$ cat config.mk
export PLATFORM = sky130hd
export DESIGN_NAME = mem_access_unit
export DESIGN_NICKNAME = d
export VERILOG_FILES = /design/src/rtl/mem_access_unit.sv
export SDC_FILE = /design/constraint.sdc
export NUM_CORES = 1
export LEC_CHECK = 0
export ABC_AREA = 1
export CAP_MARGIN = 5
export CORE_ASPECT_RATIO = 0.6
export CORE_MARGIN = 1
export CORE_UTILIZATION = 51
export CTS_CLUSTER_DIAMETER = 50
export DETAILED_ROUTE_END_ITERATION = 8
export PLACE_DENSITY = 0.9
export SYNTH_ARGS = -nofsm -noshare
export SYNTH_HDL_FRONTEND = slang
export SYNTH_SLANG_ARGS = --single-unit
export TNS_END_PERCENT = 100
$ cat constraint.sdc
create_clock -name clk -period 3.8 [get_ports clk]
set_clock_uncertainty 0.1 [all_clocks]
set_input_delay 0.38 -clock clk [delete_from_list [all_inputs] [get_ports clk]]
set_output_delay 0.38 -clock clk [all_outputs]
set_load 0.005 [all_outputs]
$ cat src/rtl/mem_access_unit.sv
// mem_access_unit: load/store/push/pop sequencer in front of the 8-bit data
// memory. Each accepted request takes one ACCESS cycle (memory pins driven)
// followed by one RESP cycle (rsp_valid pulse). Stack errors skip ACCESS and
// go straight to RESP with rsp_err set. Owns the hardware stack pointer.
module mem_access_unit #(
  parameter int unsigned   AW       = 8,
  parameter int unsigned   DW       = 8,
  parameter logic [AW-1:0] SP_INIT  = 8'hFF,
  parameter logic [AW-1:0] SP_LIMIT = 8'hC0
) (
  input  logic          clk,
  input  logic          rst,
  // request channel from execute
  input  logic          req_valid,
  output logic          req_ready,
  input  logic [1:0]    req_op,
  input  logic [AW-1:0] req_addr,
  input  logic [DW-1:0] req_wdata,
  // response channel
  output logic          rsp_valid,
  output logic [DW-1:0] rsp_data,
  output logic          rsp_err,
  // status
  output logic [AW-1:0] sp,
  output logic          busy,
  // data memory pins
  output logic [AW-1:0] mem_address,
  output logic [DW-1:0] mem_in_data,
  input  logic [DW-1:0] mem_out_data,
  output logic          mem_w_en,
  output logic          mem_en
);

  typedef enum logic [1:0] {
    ST_IDLE   = 2'd0,
    ST_ACCESS = 2'd1,
    ST_RESP   = 2'd2
  } state_e;

  typedef enum logic [1:0] {
    OP_LOAD  = 2'b00,
    OP_STORE = 2'b01,
    OP_PUSH  = 2'b10,
    OP_POP   = 2'b11
  } op_e;

  // Stack is full once sp has moved one below the lowest pushable address.
  localparam logic [AW-1:0] SP_FULL = SP_LIMIT - AW'(1);

  state_e        state_q, state_d;
  op_e           op_q, op_d;
  logic [AW-1:0] eff_q, eff_d;
  logic [DW-1:0] wdata_q, wdata_d;
  logic [AW-1:0] sp_q, sp_d;
  logic [DW-1:0] rsp_data_q, rsp_data_d;
  logic          rsp_err_q, rsp_err_d;

  logic          ready_raw;
  logic          accept;
  logic          is_write_q;
  op_e           req_op_e;

  assign req_op_e   = op_e'(req_op);
  assign is_write_q = (op_q == OP_STORE) || (op_q == OP_PUSH);

  // req_ready is masked by rst directly so it stays low for the whole reset
  // pulse and rises in the first cycle after release.
  assign req_ready = ready_raw & ~rst;
  assign accept    = req_valid & req_ready;

  // State register and datapath registers.
  // NOTE: sequential state uses non-blocking assignments only, so every flop
  // samples the values computed in the previous combinational pass.
  always_ff @(posedge clk or posedge rst) begin
    if (rst) begin
      state_q    <= ST_IDLE;
      op_q       <= OP_LOAD;
      eff_q      <= '0;
      wdata_q    <= '0;
      sp_q       <= SP_INIT;
      rsp_data_q <= '0;
      rsp_err_q  <= 1'b0;
    end else begin
      state_q    <= state_d;
      op_q       <= op_d;
      eff_q      <= eff_d;
      wdata_q    <= wdata_d;
      sp_q       <= sp_d;
      rsp_data_q <= rsp_data_d;
      rsp_err_q  <= rsp_err_d;
    end
  end

  // Next-state logic and memory/handshake outputs.
  always_comb begin
    // NOTE: every variable written here gets a default first; a missing
    // default on any path would infer a latch.
    state_d     = state_q;
    op_d        = op_q;
    eff_d       = eff_q;
    wdata_d     = wdata_q;
    sp_d        = sp_q;
    rsp_data_d  = rsp_data_q;
    rsp_err_d   = rsp_err_q;
    ready_raw   = 1'b0;
    rsp_valid   = 1'b0;
    mem_en      = 1'b0;
    mem_w_en    = 1'b0;
    mem_address = '0;
    mem_in_data = '0;

    unique case (state_q)
      ST_IDLE: begin
        ready_raw = 1'b1;
        if (accept) begin
          op_d    = req_op_e;
          wdata_d = req_wdata;
          state_d = ST_ACCESS;
          unique case (req_op_e)
            OP_LOAD, OP_STORE: eff_d = req_addr;
            OP_PUSH: begin
              eff_d = sp_q;
              if (sp_q == SP_FULL) begin
                state_d    = ST_RESP;
                rsp_err_d  = 1'b1;
                rsp_data_d = '0;
              end
            end
            OP_POP: begin
              eff_d = sp_q + AW'(1);
              if (sp_q == SP_INIT) begin
                state_d    = ST_RESP;
                rsp_err_d  = 1'b1;
                rsp_data_d = '0;
              end
            end
            default: eff_d = req_addr;
          endcase
        end
      end

      ST_ACCESS: begin
        mem_en      = 1'b1;
        mem_address = eff_q;
        mem_w_en    = is_write_q;
        mem_in_data = is_write_q ? wdata_q : '0;
        rsp_err_d   = 1'b0;
        rsp_data_d  = is_write_q ? '0 : mem_out_data;
        if (op_q == OP_PUSH) sp_d = sp_q - AW'(1);
        if (op_q == OP_POP)  sp_d = sp_q + AW'(1);
        state_d = ST_RESP;
      end

      ST_RESP: begin
        rsp_valid = 1'b1;
        state_d   = ST_IDLE;
      end

      default: state_d = ST_IDLE;
    endcase
  end

  assign rsp_data = rsp_data_q;
  assign rsp_err  = rsp_err_q;
  assign sp       = sp_q;
  assign busy     = (state_q != ST_IDLE);

endmodule

### Yosys cells after proc, flatten, opt, wreduce, memory -nomap -nowiden

Index checks and enable logic that the tools add are counted.
Widths: inputs -> output; s select.

* bitwise gates (word level): 3
* eq/ne operators: 14
* multiplexer cells: 26
* reduce and logical (&&, ||, !) cells: 10
* add/sub/neg operators: 2

Operators with widths (count)
* $mux 8: 9
* $pmux 8 s2: 2
* $pmux 8 s3: 1
* $eq 8x8->1 const B: 2
* $eq 2x2->1 const B: 5
* $add 8x1->8 const B: 1
* $pmux 2 s2: 2
* $sub 8x1->8 const B: 1
* $mux 1: 7
* $eq 2x1->1 const B: 3
* $mux 2: 3
* $ne 3x3->1 const B: 2
* $reduce_bool 2->1: 3
* $reduce_and 5->1: 1
* $logic_not 2->1: 2
* $pmux 1 s2: 2
* $reduce_and 2->1: 2
* $ne 3x1->1 const B: 1
* $and 1x1->1: 2
* $ne 2x2->1 const B: 1
* $reduce_or 2->1: 1
* $logic_or 1x1->1: 1
* $not 1->1: 1

* flip-flop bits (word level): 37
* logic and storage cells: 62
* input bits: 29

### Logic depth before layout (Yosys ltp)

Gate-level depths: netlist of run 1.

* depth in word-level cells: 6
* gate-level depth with buffers: 10
* mapped depth without buffers: 10

### Worst setup path before layout of run 1

Ideal clock, no wire load.

* path type: input port to flip-flop
* from: input port rst
* to: register rsp_data_q[0] (netlist: rsp_data[0])
* data required time: 3.583 ns
* slack: 1.685 ns
* stages on the path: 6
* library setup time: 0.117 ns
* arrival time: 1.898 ns
* cells stage by stage: inv_1 -> nand3_4 -> o21ai_4 -> nand3_4 -> nand2_1 -> nand2_1

* longest elaborated chain between the ends: 5

Ends and longest elaborated chain
* start, declared: RTL line 12 `input logic rst,`
* $not 1->1: RTL line 68 `assign req_ready = ready_raw & ~rst;`
* $and 1x1->1: RTL line 68
* $and 1x1->1: RTL line 69 `assign accept = req_valid & req_ready;`
* $ne 2x2->1 (no line)
* $reduce_and 5->1 (no line)
* end signal, assigned: RTL line 89 `rsp_data_q <= rsp_data_d;`
* end, declared: RTL line 55 `logic [DW-1:0] rsp_data_q, rsp_data_d;`

Every way passes these cells.
A chain may end at the register's enable or synchronous reset.

### Worst setup path after layout of run 1

* from: register state_q[0]
* to: output port mem_in_data[5]

* longest elaborated chain between the ends: 2

Ends and longest elaborated chain
* start, declared: RTL line 50 `state_e state_q, state_d;`
* start signal, assigned: RTL line 84 `state_q <= state_d;`
* $eq 2x1->1: RTL line 112 `unique case (state_q)`
* $mux 8: RTL line 112
* end, declared: RTL line 28 `output logic [DW-1:0] mem_in_data,`

Every way passes these cells.

==> flow_metrics.env, run 1 <==
export IMPL_outcome="finished, final reports clean"
export IMPL_routedWlPerCell_um=13.5
export IMPL_antenna_cells=0
export IMPL_die_area_sq_um=4600
export IMPL_finalSetupViolations=0
export IMPL_crit_type="reg -> out"
export IMPL_clkTransAtPathRegs_ps=70
export IMPL_syn2layout_area_growth_pct=34.1
export IMPL_drcViolationCount=0
export IMPL_power_mw=1.65
export IMPL_final_nets=388
export IMPL_cp_max_fo=11
export IMPL_min_period_ps=2890
export IMPL_port_buffers=66
export IMPL_ff_latch_area_sq_um=936
export IMPL_crit_buf_inv=4
export IMPL_timing_fmax_mhz=346
export IMPL_cts_htree_levels=2
export IMPL_multi_input_area_sq_um=1030
export IMPL_drt_iter0_drc=209
export IMPL_via_count=2125
export IMPL_root_buffer="clkbuf_8"
export IMPL_cts_tree="done"
export IMPL_io_pins=67
export IMPL_p_leak_nw=1.36
export IMPL_yosysSeqAreaShare_pct=42.4
export IMPL_cp_required_ps=3320
export IMPL_dp_hpwl_mm=4.31
export IMPL_antenna_found_initial=0
export IMPL_ys_types=33
export IMPL_drt_wl_total_mm=5.63
export IMPL_hold_class="reg -> reg"
export IMPL_critPathCaptureType="output pin"
export IMPL_syn_avg_cell_area_sq_um=7.58
export IMPL_clock_latency_ps=290
export IMPL_rsz0062_at_grt="no"
export IMPL_slew_headroom_pct=66.5
export IMPL_yosysWarnings=0
export IMPL_grt_pass1_vias=1952
export IMPL_cts_hold_buf=0
export IMPL_final_common_cell="nand2_1"
export IMPL_syn_num_nets=324
export IMPL_crit_family="buffers and inverters"
export IMPL_power_density_nw_per_um2=557
export IMPL_layout_setup_ws_ps=912
export IMPL_final_cell_mix="nand2_1, clkdlybuf4s50_1, inv_1, nor2_1, dfrtp_1"
export IMPL_dp_slack_ps=1240
export IMPL_critical_path_most_common_cell="inv_2"
export IMPL_ant_nets=0
export IMPL_grt_pass1_wl_mm=9.00
export IMPL_arrival_ps=2410
export IMPL_min_period_over_period_pct=76.0
export IMPL_drv_cap=0
export IMPL_ctsResizeCount=0
export IMPL_gp_congestion=0.896
export IMPL_crit_chain="inv_2 > nor2_2 > inv_1 > nor2_4 > inv_2 > nor2_1 > clkdlybuf4s50_1"
export IMPL_die_y_um=52.9
export IMPL_start_util_pct=53.5
export IMPL_synthCells=291
export IMPL_synth_flop_cell="dfrtp_1"
export IMPL_grt_start_max_net_pins=38
export IMPL_postSynth_asyncResetShare_pct=100
export IMPL_crit_path_top_delay_cell="clkdlybuf4s50_1"
export IMPL_grt_overflow=0
export IMPL_peakVddDrop_mv=0.305
export IMPL_numCtsBuffers=5
export IMPL_clockBufferDepth=2
export IMPL_nFillCells=319
export IMPL_synth_edf_count=0
export IMPL_num_rows=18
export IMPL_layout_drive_gt1_share_pct=9.83
export IMPL_clock_sinks=37
export IMPL_tightestPinTransition_ps=502
export IMPL_cpPeakStageDelay_ps=510
export IMPL_grtUsageTotal_pct=26.4
export IMPL_slew_violations=0
export IMPL_syn_cell_area_sq_um=2210
export IMPL_cp_start_kind="register"
export IMPL_tns_ps=0
export IMPL_hold_viol_final=0
export IMPL_drtPass1Iterations=5
export IMPL_fp_dieW_um=86.9
export IMPL_ys_seq_elements=37
export IMPL_post_cts_buffers=0
export IMPL_vias_per_cell=5.11
export IMPL_coreArea_sq_um=4120
sequential cells by signal (all words and copies together), names as in the netlist:
register  cells
eff_q         8
rsp_data      8
sp            8
wdata_q       8
op_q          2
state_q       2
rsp_err       1
worst register-to-register path: stages, from the launching register on:
cell and delay, ps:
dfrtp_1 440, inv_2 50, nor2_2 390, inv_1 360
o21ai_4 170, nand3_4 160, nand2_1 100, nand2_1 50
report_power, final:
part,switching [mW],total (mW),internal (mW)
clock,0.137,0.264,0.127
sequential,0.117,0.664,0.546
combinational,0.387,0.720,0.333
total,0.641,1.65,1.01
per-stage QoR:
| step | area (sq um) | instances | hold slack, ps | util [%] |
|---|---|---|---|---|
| global route | 2960 | 416 | 419 | 71.8 |
| finish | 2960 | 416 | 381 | 71.8 |
| floorplan | 2210 | 291 | 353 | - |
| global placement | 2880 | 408 | 361 | 69.8 |
| CTS | 2960 | 416 | 381 | 71.8 |
| detailed placement | 2880 | 408 | 363 | 69.8 |
final timing paths:
check / from / endpoint / slack, ps / depth (start not counted)
min in group asynchronous: rst / rsp_data[5] / 540 / 3
max in group asynchronous: rst / sp[2] / 2700 / 3
worst max-delay path: state_q[0] / mem_in_data[5] / 910 / 7
worst min-delay path: rsp_data[0] / rsp_data[0] / 380 / 2
worst max register to register: state_q[0] / rsp_data[4] / 1880 / 7
worst min register to register: rsp_data[0] / rsp_data[0] / 380 / 2
routing by layer:
metal  vias up  wire length, um  track usage (%)
li1       1032                -                -
met3        12              572             7.80
met5         -                0                0
met4         0               72             7.78
met1       978             2600             36.3
met2       103             2390             40.6
area by class of cell:
class / instances / share of cell area [%]
Clock buffer: 6 / 2.45
Inverter: 43 / 5.62
Timing Repair Buffer: 67 / 22.6
Multi-Input combinational cell: 201 / 34.8
Tap cell: 60 / 2.54
Clock inverter: 2 / 0.338
Sequential cell: 37 / 31.6
synthesized netlist by cell type, types with 3 or more instances:
library cell | count | share of area [%]
a21oi_1 | 5 | 1.1
a22oi_1 | 4 | 1.4
buf_2 | 4 | 0.91
buf_6 | 3 | 1.5
dfrtp_1 | 29 | 33
dfstp_2 | 8 | 9.5
ha_1 | 4 | 2.3
inv_1 | 36 | 6.1
inv_2 | 5 | 0.85
nand2_1 | 79 | 13
nand3_1 | 24 | 5.4
nor2_1 | 36 | 6.1
nor2_4 | 3 | 1.5
o21ai_0 | 19 | 4.3
o21ai_1 | 5 | 1.1
o2bb2ai_1 | 3 | 1.2
xor2_1 | 4 | 1.6
cell families (layout without fill, tap and decap cells):
group           Yosys count  after routing  share of synthesized area (%)
fa+ha+maj                 4              4                           2.27
xor+xnor                  5              5                           1.99
flops                    37             37                           42.4
buf+inv                  53            118                           10.8
simple gates            148            148                           29.5
compound gates           44             44                           13.0
No activity file was read; power rests on OpenSTA's default activity.
==> run 2: changes to the inputs <==
Settings changed: CORE_UTILIZATION 51 to 47, PLACE_DENSITY 0.9 to 0.84.
Clock period 3.8 ns to 2.9 ns, I/O delays scaled along.
==> flow_metrics.env, run 2 (same netlist as run 1, synthesis figures left out) <==
export IMPL_cp_max_fo=9
export IMPL_slew_violations=0
export IMPL_via_count=2093
export IMPL_reg2reg_slack_ps=1030
export IMPL_crit_type="reg -> out"
export IMPL_numCtsBuffers=5
export IMPL_cpPeakStageDelay_ps=510
export IMPL_dp_hpwl_mm=4.07
export IMPL_hold_class="reg -> reg"
export IMPL_die_y_um=55.1
export IMPL_swShare_pct=38.8
export IMPL_num_rows=18
export IMPL_grtUsageTotal_pct=22.4
export IMPL_placed_cells=409
export IMPL_reg2reg_from="sp[1]"
export IMPL_final_nets=389
export IMPL_arrival_ps=2020
export IMPL_power_mw=2.15
export IMPL_drt_met1_wl_mm=2.65
export IMPL_cp_required_ps=2510
export IMPL_seqPwrFrac_pct=40.0
export IMPL_antenna_cells=0
export IMPL_rr_worst_depth=8
export IMPL_routedWlPerCell_um=12.8
export IMPL_combPwrFrac_pct=43.7
export IMPL_drv_cap=0
export IMPL_gp_congestion=0.933
export IMPL_drt_wl_total_mm=5.32
export IMPL_crit_buf_inv=3
export IMPL_die_area_sq_um=4980
export IMPL_cp_start_kind="register"
export IMPL_min_to="rsp_data[1]"
export IMPL_crit_path_top_delay_cell="clkdlybuf4s50_1"
export IMPL_fp_dieW_um=90.4
export IMPL_start_util_pct=51.3
export IMPL_grt_pass1_wl_mm=8.35
export IMPL_place_area_sq_um=2880
export IMPL_syn2layout_area_growth_pct=34.7
export IMPL_outcome="finished, final reports clean"
export IMPL_layout_setup_ws_ps=492
export IMPL_top_layer="met4"
export IMPL_post_cts_buffers=0
export IMPL_clock_latency_ps=300
export IMPL_slew_headroom_pct=68.4
export IMPL_hold_viol_final=0
export IMPL_vias_per_cell=5.02
export IMPL_min_delay_start="rsp_data[1]"
export IMPL_ant_nets=0
export IMPL_clockBufferDepth=2
export IMPL_min_period_over_period_pct=83.0
export IMPL_design_area_sq_um=2970
export IMPL_layout_drive_gt1_share_pct=10.4
export IMPL_hold_depth=2
export IMPL_tightestPinTransition_ps=473
export IMPL_rsz0062_at_grt="no"
export IMPL_cts_tree="done"
export IMPL_finalSetupViolations=0
export IMPL_cts_hold_buf=0
export IMPL_timing_rr_end="rsp_data[5]"
export IMPL_cts_htree_levels=2
export IMPL_peakVddDrop_mv=0.412
export IMPL_route_met3_wl_um=486
export IMPL_ctsResizeCount=0
export IMPL_stdcell_count=417
export IMPL_timing_fmax_mhz=415
export IMPL_coreArea_sq_um=4300
export IMPL_crit_chain="inv_1 > ha_1 > nor2_4 > inv_2 > nor2_1 > clkdlybuf4s50_1"
export IMPL_wl_met2_mm=2.16
export IMPL_grt_overflow=0
export IMPL_critPathCaptureType="output pin"
export IMPL_grt_pass1_vias=1724
export IMPL_crit_family="buffers and inverters"
export IMPL_tns_ps=0
export IMPL_timing_hold_ws_ps=377
export IMPL_io_pins=67
export IMPL_grt_start_max_net_pins=38
export IMPL_clkTransAtPathRegs_ps=70
export IMPL_p_leak_nw=1.37
export IMPL_antenna_found_initial=0
export IMPL_dp_slack_ps=800
export IMPL_p_int_mw=1.32
export IMPL_final_cell_mix="nand2_1, clkdlybuf4s50_1, inv_1, nor2_1, dfrtp_1"
export IMPL_power_density_nw_per_um2=725
export IMPL_drcViolationCount=0
export IMPL_final_common_cell="nand2_1"
export IMPL_finish_utilization_pct=69.1
export IMPL_p_switching_mw=0.835
export IMPL_min_period_ps=2410
export IMPL_drt_iter0_drc=159
export IMPL_clkPwrFrac_pct=16.3
export IMPL_port_buffers=66
export IMPL_clock_sinks=37
export IMPL_drtPass1Iterations=6
export IMPL_root_buffer="clkbuf_8"
-- run 2: worst reg2reg max path: stages (launching register included) --
cell and delay (ps):
dfstp_2 590, ha_1 240, nand2_4 100, nor2_4 160, nand3_1 130, nand3_1 140, nand3_4 150, nand2_1 90
nand2_1 60
-- run 2: final cells by class --
type | count | area, sq um
flip-flops and latches | 37 | 936
clock buffers | 5 | 68.8
fillers | 364 | 1330
inverters | 43 | 166
repair buffers | 68 | 676
clock inverters | 3 | 17.5
well taps | 60 | 75.1
multi-input cells | 201 | 1030
-- run 2: metal layers --
layer  track usage, %  vias to the layer above
met5                0                        -
met4             5.65                        0
met3             5.87                        5
met2             33.6                      100
met1             32.4                      948
li1                 -                     1040
-- run 2: power by group through the flow --
| stage | Clock, mW | Sequential, mW | Combinational, mW |
|---|---|---|---|
| after floorplan | 0 | 0.825 | 0.590 |
| after global placement | 0 | 0.864 | 0.916 |
| after detailed placement | 0 | 0.867 | 0.931 |
| after CTS | 0.360 | 0.860 | 0.936 |
| after global routing | 0.388 | 0.887 | 1.04 |
| final | 0.350 | 0.861 | 0.942 |
-- run 2: how the worst max path moves through the flow --
stage	start	end	slack, ps	cells past startpoint
6_report	op_q[0]	mem_in_data[4]	490	6
5_1_grt	op_q[0]	mem_in_data[2]	370	6
4_1_cts	op_q[0]	mem_in_data[4]	480	6
3_5_place_dp	op_q[0]	mem_in_data[4]	800	6
3_3_place_gp	op_q[0]	mem_in_data[0]	850	6
2_1_floorplan	rst	rsp_data[0]	870	6
